File: src/rtl/ref_fetch_addr_gen_if.sv
// ref_fetch_addr_gen_if
//   Bundles the job-input handshake and the address-beat output handshake of
//   the reference fetch address generator.
//   Job side    : IN_VALID/IN_READY, BLK_X/Y, MV_X/Y_INT, MV_X/Y_FRAC, INTERP_X/Y
//   Address side: ADDR_X/Y, ADDR_VALID/ADDR_READY, ADDR_LAST, FRAC_X/Y_OUT
//   modport master : job producer / address consumer (testbench, upstream)
//   modport slave  : the address generator itself
interface ref_fetch_addr_gen_if;
  logic                IN_VALID;
  logic                IN_READY;
  logic signed  [7:0]  BLK_X;
  logic signed  [7:0]  BLK_Y;
  logic signed  [14:0] MV_X_INT;
  logic signed  [14:0] MV_Y_INT;
  logic         [3:0]  MV_X_FRAC;
  logic         [3:0]  MV_Y_FRAC;
  logic                INTERP_X;
  logic                INTERP_Y;
  logic signed  [15:0] ADDR_X;
  logic signed  [15:0] ADDR_Y;
  logic                ADDR_VALID;
  logic                ADDR_READY;
  logic                ADDR_LAST;
  logic         [3:0]  FRAC_X_OUT;
  logic         [3:0]  FRAC_Y_OUT;

  modport master (
    output IN_VALID, BLK_X, BLK_Y, MV_X_INT, MV_Y_INT, MV_X_FRAC, MV_Y_FRAC,
           INTERP_X, INTERP_Y, ADDR_READY,
    input  IN_READY, ADDR_X, ADDR_Y, ADDR_VALID, ADDR_LAST, FRAC_X_OUT, FRAC_Y_OUT
  );

  modport slave (
    input  IN_VALID, BLK_X, BLK_Y, MV_X_INT, MV_Y_INT, MV_X_FRAC, MV_Y_FRAC,
           INTERP_X, INTERP_Y, ADDR_READY,
    output IN_READY, ADDR_X, ADDR_Y, ADDR_VALID, ADDR_LAST, FRAC_X_OUT, FRAC_Y_OUT
  );
endinterface

File: src/rtl/ref_fetch_addr_gen.sv
// ref_fetch_addr_gen
//   Turns one motion-compensation job (4x4 sub-block position + MV) into a
//   raster stream of reference-sample addresses covering the interpolation
//   window: 4 or 11 columns by 4 or 11 rows depending on INTERP_X/INTERP_Y.
//   Ports:
//     CLK        : clock, all state on rising edge
//     RST_ASYNC  : asynchronous active-high reset
//     bus        : ref_fetch_addr_gen_if.slave (job in, address beats out)
//   Parameters:
//     FRAME_W/FRAME_H : frame size, only used for edge clamping
//   Build option:
//     REF_CLAMP_EN    : when defined, addresses are clamped to the frame
//                       (edge padding); otherwise raw signed addresses.
module ref_fetch_addr_gen #(
  parameter logic [15:0] FRAME_W = 16'd1920,
  parameter logic [15:0] FRAME_H = 16'd1080
) (
  input  logic               CLK,
  input  logic               RST_ASYNC,
  ref_fetch_addr_gen_if.slave bus
);

  typedef enum logic {IDLE, FETCH} state_t;

  state_t             state_q, state_d;
  logic signed [15:0] bx_q, bx_d, by_q, by_d;
  logic               interp_x_q, interp_x_d, interp_y_q, interp_y_d;
  logic        [3:0]  frac_x_q, frac_x_d, frac_y_q, frac_y_d;
  logic        [3:0]  col_q, col_d, row_q, row_d;
  logic        [3:0]  col_max, row_max;
  logic               col_end, row_end;
  logic               in_ready, addr_valid, in_fire, beat_fire;
  logic signed [16:0] bx_full, by_full;
  logic signed [15:0] raw_x, raw_y;

  // Window origin: 4x4 block position in samples plus integer MV, pulled
  // back by 3 when the 8-tap filter needs left/top context. Kept in 17 bits
  // so intermediate sums cannot wrap; the result always fits 16 bits.
  function automatic logic signed [16:0] base_addr(
    input logic signed [7:0]  blk,
    input logic signed [14:0] mv,
    input logic               interp
  );
    logic signed [16:0] b;
    b = $signed({{7{blk[7]}}, blk, 2'b00});
    b = b + $signed({{2{mv[14]}}, mv});
    if (interp) b = b - 17'sd3;
    return b;
  endfunction

  // Edge padding: clamp a signed coordinate into [0, lim-1].
  function automatic logic signed [15:0] clamp(
    input logic signed [15:0] v,
    input logic        [15:0] lim
  );
    logic signed [16:0] hi;
    hi = $signed({1'b0, lim}) - 17'sd1;
    if (v < 16'sd0)                     return 16'sd0;
    else if ($signed(17'(v)) > hi)      return hi[15:0];
    else                                return v;
  endfunction

  assign bx_full = base_addr(bus.BLK_X, bus.MV_X_INT, bus.INTERP_X);
  assign by_full = base_addr(bus.BLK_Y, bus.MV_Y_INT, bus.INTERP_Y);

  assign col_max = interp_x_q ? 4'd10 : 4'd3;
  assign row_max = interp_y_q ? 4'd10 : 4'd3;
  assign col_end = (col_q == col_max);
  assign row_end = (row_q == row_max);

  always_ff @(posedge CLK or posedge RST_ASYNC) begin
    if (RST_ASYNC) begin
      state_q    <= IDLE;
      bx_q       <= '0;
      by_q       <= '0;
      interp_x_q <= 1'b0;
      interp_y_q <= 1'b0;
      frac_x_q   <= '0;
      frac_y_q   <= '0;
      col_q      <= '0;
      row_q      <= '0;
    end else begin
      state_q    <= state_d;
      bx_q       <= bx_d;
      by_q       <= by_d;
      interp_x_q <= interp_x_d;
      interp_y_q <= interp_y_d;
      frac_x_q   <= frac_x_d;
      frac_y_q   <= frac_y_d;
      col_q      <= col_d;
      row_q      <= row_d;
    end
  end

  always_comb begin
    state_d    = state_q;
    bx_d       = bx_q;
    by_d       = by_q;
    interp_x_d = interp_x_q;
    interp_y_d = interp_y_q;
    frac_x_d   = frac_x_q;
    frac_y_d   = frac_y_q;
    col_d      = col_q;
    row_d      = row_q;
    // Reset holds the FSM in IDLE, so ready must also be gated by reset.
    in_ready   = (state_q == IDLE) && !RST_ASYNC;
    addr_valid = (state_q == FETCH);
    in_fire    = in_ready && bus.IN_VALID;
    beat_fire  = addr_valid && bus.ADDR_READY;

    unique case (state_q)
      IDLE: begin
        if (in_fire) begin
          bx_d       = bx_full[15:0];
          by_d       = by_full[15:0];
          interp_x_d = bus.INTERP_X;
          interp_y_d = bus.INTERP_Y;
          frac_x_d   = bus.MV_X_FRAC;
          frac_y_d   = bus.MV_Y_FRAC;
          col_d      = '0;
          row_d      = '0;
          state_d    = FETCH;
        end
      end
      FETCH: begin
        if (beat_fire) begin
          if (col_end) begin
            col_d = '0;
            if (row_end) begin
              row_d   = '0;
              state_d = IDLE;
            end else begin
              row_d = row_q + 4'd1;
            end
          end else begin
            col_d = col_q + 4'd1;
          end
        end
      end
      default: state_d = IDLE;
    endcase
  end

  assign raw_x = bx_q + $signed({12'd0, col_q});
  assign raw_y = by_q + $signed({12'd0, row_q});

`ifdef REF_CLAMP_EN
  assign bus.ADDR_X = clamp(raw_x, FRAME_W);
  assign bus.ADDR_Y = clamp(raw_y, FRAME_H);
`else
  // Frame dimensions only matter when clamping is built in.
  logic unused_frame_dims;
  assign unused_frame_dims = ^{FRAME_W, FRAME_H};
  assign bus.ADDR_X = raw_x;
  assign bus.ADDR_Y = raw_y;
`endif

  assign bus.IN_READY   = in_ready;
  assign bus.ADDR_VALID = addr_valid;
  assign bus.ADDR_LAST  = addr_valid && col_end && row_end;
  assign bus.FRAC_X_OUT = frac_x_q;
  assign bus.FRAC_Y_OUT = frac_y_q;

endmodule

File: src/flat_wrapper.sv
// flat-port wrapper written by rule: the top's interface ports become plain ports
module ref_fetch_addr_gen_flat 
#(
  parameter logic [15:0] FRAME_W = 16'd1920,
  parameter logic [15:0] FRAME_H = 16'd1080
)
  (CLK, RST_ASYNC, bus_IN_VALID, bus_BLK_X, bus_BLK_Y, bus_MV_X_INT, bus_MV_Y_INT, bus_MV_X_FRAC, bus_MV_Y_FRAC, bus_INTERP_X, bus_INTERP_Y, bus_ADDR_READY, bus_IN_READY, bus_ADDR_X, bus_ADDR_Y, bus_ADDR_VALID, bus_ADDR_LAST, bus_FRAC_X_OUT, bus_FRAC_Y_OUT);
  ref_fetch_addr_gen_if bus_i ();
  input  logic CLK;
  input  logic RST_ASYNC;
  input wire logic [$bits(bus_i.IN_VALID)-1:0] bus_IN_VALID;
  input wire logic [$bits(bus_i.BLK_X)-1:0] bus_BLK_X;
  input wire logic [$bits(bus_i.BLK_Y)-1:0] bus_BLK_Y;
  input wire logic [$bits(bus_i.MV_X_INT)-1:0] bus_MV_X_INT;
  input wire logic [$bits(bus_i.MV_Y_INT)-1:0] bus_MV_Y_INT;
  input wire logic [$bits(bus_i.MV_X_FRAC)-1:0] bus_MV_X_FRAC;
  input wire logic [$bits(bus_i.MV_Y_FRAC)-1:0] bus_MV_Y_FRAC;
  input wire logic [$bits(bus_i.INTERP_X)-1:0] bus_INTERP_X;
  input wire logic [$bits(bus_i.INTERP_Y)-1:0] bus_INTERP_Y;
  input wire logic [$bits(bus_i.ADDR_READY)-1:0] bus_ADDR_READY;
  output wire logic [$bits(bus_i.IN_READY)-1:0] bus_IN_READY;
  output wire logic [$bits(bus_i.ADDR_X)-1:0] bus_ADDR_X;
  output wire logic [$bits(bus_i.ADDR_Y)-1:0] bus_ADDR_Y;
  output wire logic [$bits(bus_i.ADDR_VALID)-1:0] bus_ADDR_VALID;
  output wire logic [$bits(bus_i.ADDR_LAST)-1:0] bus_ADDR_LAST;
  output wire logic [$bits(bus_i.FRAC_X_OUT)-1:0] bus_FRAC_X_OUT;
  output wire logic [$bits(bus_i.FRAC_Y_OUT)-1:0] bus_FRAC_Y_OUT;
  assign bus_i.IN_VALID = bus_IN_VALID;
  assign bus_i.BLK_X = bus_BLK_X;
  assign bus_i.BLK_Y = bus_BLK_Y;
  assign bus_i.MV_X_INT = bus_MV_X_INT;
  assign bus_i.MV_Y_INT = bus_MV_Y_INT;
  assign bus_i.MV_X_FRAC = bus_MV_X_FRAC;
  assign bus_i.MV_Y_FRAC = bus_MV_Y_FRAC;
  assign bus_i.INTERP_X = bus_INTERP_X;
  assign bus_i.INTERP_Y = bus_INTERP_Y;
  assign bus_i.ADDR_READY = bus_ADDR_READY;
  assign bus_IN_READY = bus_i.IN_READY;
  assign bus_ADDR_X = bus_i.ADDR_X;
  assign bus_ADDR_Y = bus_i.ADDR_Y;
  assign bus_ADDR_VALID = bus_i.ADDR_VALID;
  assign bus_ADDR_LAST = bus_i.ADDR_LAST;
  assign bus_FRAC_X_OUT = bus_i.FRAC_X_OUT;
  assign bus_FRAC_Y_OUT = bus_i.FRAC_Y_OUT;
  ref_fetch_addr_gen #(.FRAME_W(FRAME_W), .FRAME_H(FRAME_H)) u_core (.CLK(CLK), .RST_ASYNC(RST_ASYNC), .bus(bus_i));
endmodule
File: config.mk
export PLATFORM = sky130hd
export DESIGN_NAME = ref_fetch_addr_gen_flat
export DESIGN_NICKNAME = d
export VERILOG_FILES = /design/src/rtl/ref_fetch_addr_gen_if.sv /design/src/rtl/ref_fetch_addr_gen.sv /design/src/flat_wrapper.sv
export SDC_FILE = /design/constraint.sdc
export NUM_CORES = 1
export LEC_CHECK = 0
export CAP_MARGIN = 20
export CORE_ASPECT_RATIO = 0.7
export CORE_UTILIZATION = 47
export CTS_CLUSTER_DIAMETER = 200
export CTS_CLUSTER_SIZE = 30
export DETAILED_ROUTE_END_ITERATION = 10
export PLACE_DENSITY = 0.78
export SYNTH_ARGS = -nofsm -noshare
export SYNTH_HDL_FRONTEND = slang
export SYNTH_SLANG_ARGS = --single-unit
File: constraint.sdc
create_clock -name CLK -period 2.2 [get_ports CLK]
set_input_delay 0.22 -clock CLK [delete_from_list [all_inputs] [get_ports CLK]]
set_output_delay 0.22 -clock CLK [all_outputs]
set_load 0.01 [all_outputs]
==> metrics.txt, run 1 <==
outcome finished, violations left; failing checks negative setup slack; Clock Path Buffers 2; post-route ant nets 0; cell count after placement 938; Rows 30; DR WL/cell ~23 um; first-pass GRT wire length 28,500 um; fin crit period 2.84 ns; Hold Crit Class in2async; Mapped Cells between 500 and 600; Area Growth Syn to Fin 75.3%; GP Congestion 0.927; CP bufs+invs 4; Reg clk slew, reported paths 0.07 ns; routed vias/inst 6.40; Reg power frac 26.0%; CP max-delay cell fa_2; htree depth 2; Setup violations, final 38; cell leakage power 3.96 nW; max_cap viols 0; Die Wd 122 um; CP required 2.32 ns; nets@finish 967; Die Ht 86.1 um; Placed Area 0.00704 sq mm; family with the most delay on the worst path compound AO/OA/AOI/OAI gates; First-pass DRT Iterations 7; Sequential Area ~0.0013 sq mm; NetSw 3.47 mW; CP startpoint kind primary input; syn_area_per_cell 8.09 sq um; fillers 468; sequential element share of the synthesized area 26.9%; CP Data Arrival Time 2.96 ns; dpl hpwl approximately 11,000 um; initial core utilization 48.6%; Setup Skew 0.0128 ns; asr flop ratio synth 100%; Sinks on Clock Net 51; Crit Path Class in2reg; I/O pin count between 100 and 150; Internal 4.13 mW; share of cells above drive strength 1 between 40 and 50%; Logic pwr share a little under two thirds; EDFF count, synth 0; # port buffers 102; worst-path maximum fanout 3; root buf cell clkbuf_16; Clk pwr share a little over a tenth; Fmax 352 MHz; PD cells 914 mW/mm^2; Synth Net Count 689; Slew Viols, Final 0; flop2flop setup slack -0.06 ns; main flop type after synthesis dfrtp_1; critical-path cell list buf_8 -> ha_4 -> inv_2 -> fa_2 -> buf_6 -> nor4bb_4 -> nor2b_4 -> o21ai_4 -> a211oi_4 -> buf_4 -> xnor2_1 -> o21ai_0; post-synthesis instance area 0.00475 sq mm; Worst path max stage delay 0.54 ns; Worst slew margin 59.4%; gr usage total 34.4%; CTS tree built; RSZ-0062 raised after global routing true; worst r2r dst u_core.row_q[2]; Initial DRC Count 813; Net Sw Frac approximately 46%; Worst VDD drop 0.000552 V; Total Wirelength approximately 23,000 um; antenna violations before repair 0; area of the core 0.00976 sq mm; total die area 0.0105 sq mm; footprint of the multi-input gates 0.00424 sq mm; Synthesis Warnings 0; PnR worst setup slack -0.643 ns; crit end category flip-flop; Synth Register Bits 51; Yosys cell types 74; hold buffer count at cts 0; FF-to-FF path depth 10; DRC violations left 0; total number of vias between 6k and 7k; fin cells around 1,000; Num CTS Buffers 5; Slew @ Worst Pin 0.602 ns; RR Startpoint u_core.col_q[3]; largest net degree at the start of global routing 72; Final Instance Area ~0.0083 sq mm; number of global-route vias before repair 5,907; final worst-path cycle share 129%; count of final hold-check violations 0; Clk Latency, worst-skew pair roughly 0.3 ns; grt total ovfl 0
-- placed cells by master (no fill, tap or decap), drive strengths merged, types with 6 or more instances in the layout --
cell           synthesis  layout
buf                    2     213
nand2                103     103
dfrtp                 51      51
o21ai                 45      45
xnor2                 45      45
nor2                  43      43
clkdlybuf4s50          0      41
ha                    38      38
inv                   28      27
xor2                  21      21
a21oi                 19      19
dlygate4sd2            0      14
clkbuf                13      14
nand3                 13      13
nor2b                 12      12
nand4                 10      10
and3                  10      10
a31oi                  8       8
a21o                   8       8
and2                   8       8
or3                    7       7
a211oi                 7       7
o31ai                  7       7
nor4                   7       7
clkdlybuf4s15          0       6
o21bai                 6       6
-- flip-flops by register name, summed over array words and instances, names as in the netlist --
name                   cells
u_core.interp_y_q          1
u_core.interp_x_q          1
u_core.by_q               16
u_core.row_q               4
u_core.bx_q               16
u_core.bus.FRAC_Y_OUT      4
u_core.bus.FRAC_X_OUT      4
u_core.bus.ADDR_VALID      1
u_core.col_q               4
-- cells in the mapped netlist, types with 11 or more instances --
cell type / n / area (sq um)
a21oi_1: 19 / 95.1
clkbuf_1: 12 / 45.0
dfrtp_1: 51 / 1280
ha_1: 38 / 475
inv_1: 28 / 105
nand2_1: 102 / 383
nand3_1: 12 / 60.1
nor2_1: 43 / 161
nor2b_1: 11 / 68.8
o21ai_0: 44 / 220
xnor2_1: 45 / 394
xor2_1: 21 / 184
-- metal layers --
| layer | GRT usage [%] | part of all wire [%] | wire (um) | vias to the layer above |
|---|---|---|---|---|
| met3 | 6.72 | 11 | 2430 | 196 |
| met2 | 58.7 | 44 | 10000 | 538 |
| met4 | 15.5 | 8.7 | 1960 | 0 |
| met5 | 0 | 0 | 0 | - |
| met1 | 42.2 | 36 | 8110 | 2988 |
| li1 | - | - | - | 2643 |
-- final cells by class --
type                            instances  share of cell area, %
Tap cell                              128                   1.92
Sequential cell                        51                   15.3
Multi-Input combinational cell        492                   50.9
Inverter                               28                   1.31
Antenna cell                            1                 0.0301
Timing Repair Buffer                  287                   28.8
Clock inverter                          2                  0.150
Clock buffer                            6                   1.55
-- repair_timing --
action                     in CTS  in global routing
setup endpoints to repair      51                 44
setup buffers                  33                 20
resized for setup             295                 79
pin swaps                      85                 59
-- power by group through the flow --
stage / sequential [mW] / combinational, mW / clock [mW]
final: 1.97 / 4.83 / 0.798
after global routing: 1.99 / 5.10 / 0.823
after CTS: 1.83 / 4.20 / 0.765
after detailed placement: 1.78 / 4.11 / 0
after global placement: 1.75 / 3.97 / 0
after floorplan: 1.76 / 1.94 / 0
-- worst max-delay path by stage --
stage / start / end / slack [ns] / cells after the start
detailed placement: bus_MV_Y_INT[2] / u_core.by_q[15] / -1.22 / 10
global route: bus_MV_Y_INT[2] / u_core.by_q[8] / -0.80 / 12
global placement: bus_MV_Y_INT[2] / u_core.by_q[15] / -1.19 / 10
finish: bus_BLK_Y[0] / u_core.by_q[8] / -0.64 / 12
CTS: bus_BLK_Y[0] / u_core.by_q[15] / -0.40 / 10
floorplan: bus_MV_Y_INT[2] / u_core.by_q[15] / -0.68 / 9
-- worst register-to-register path: cells and delay by family (launching register included) --
| family | cells | cell delay (ns) |
|---|---|---|
| flops | 1 | 0.39 |
| simple gates | 4 | 0.69 |
| compound gates | 4 | 0.66 |
| buf+inv | 2 | 0.42 |
-- cells by family (layout without fill, tap and decap cells) --
family	after synthesis	count (layout)	synth area share (%)
other	0	1	0
buffers and inverters	44	323	3.80
multiplexers	5	5	1.05
AO/OA/AOI/OAI	139	139	19.7
XOR/XNOR	66	66	12.2
flip-flops	51	51	26.9
AND/OR/NAND/NOR	240	240	24.6
adder cells (fa/ha/maj)	42	42	11.7
-- metrics by stage --
step	util (%)	hold slack, ns	setup WS [ns]	setup TNS [ns]	power (mW)
after floorplan	-	0.325	-0.679	-1.84	3.70
after global placement	72.2	0.456	-1.19	-22.06	5.72
after detailed placement	72.2	0.468	-1.22	-24.90	5.89
after CTS	81.1	0.329	-0.404	-6.72	6.79
after global routing	85.3	0.386	-0.800	-14.32	7.92
final	85.3	0.328	-0.643	-11.98	7.60
Note: power is estimated with default switching activity, not from simulation.
==> run 2: changes to the inputs <==
--- a/config.mk
+++ b/config.mk
@@ -9,7 +9,6 @@
 export CORE_ASPECT_RATIO = 0.7
 export CORE_UTILIZATION = 47
 export CTS_CLUSTER_DIAMETER = 200
-export CTS_CLUSTER_SIZE = 30
 export DETAILED_ROUTE_END_ITERATION = 10
 export PLACE_DENSITY = 0.78
 export SYNTH_ARGS = -nofsm -noshare
==> results of run 2 <==
Final layout, timing and power as in run 1 (identical DEF).
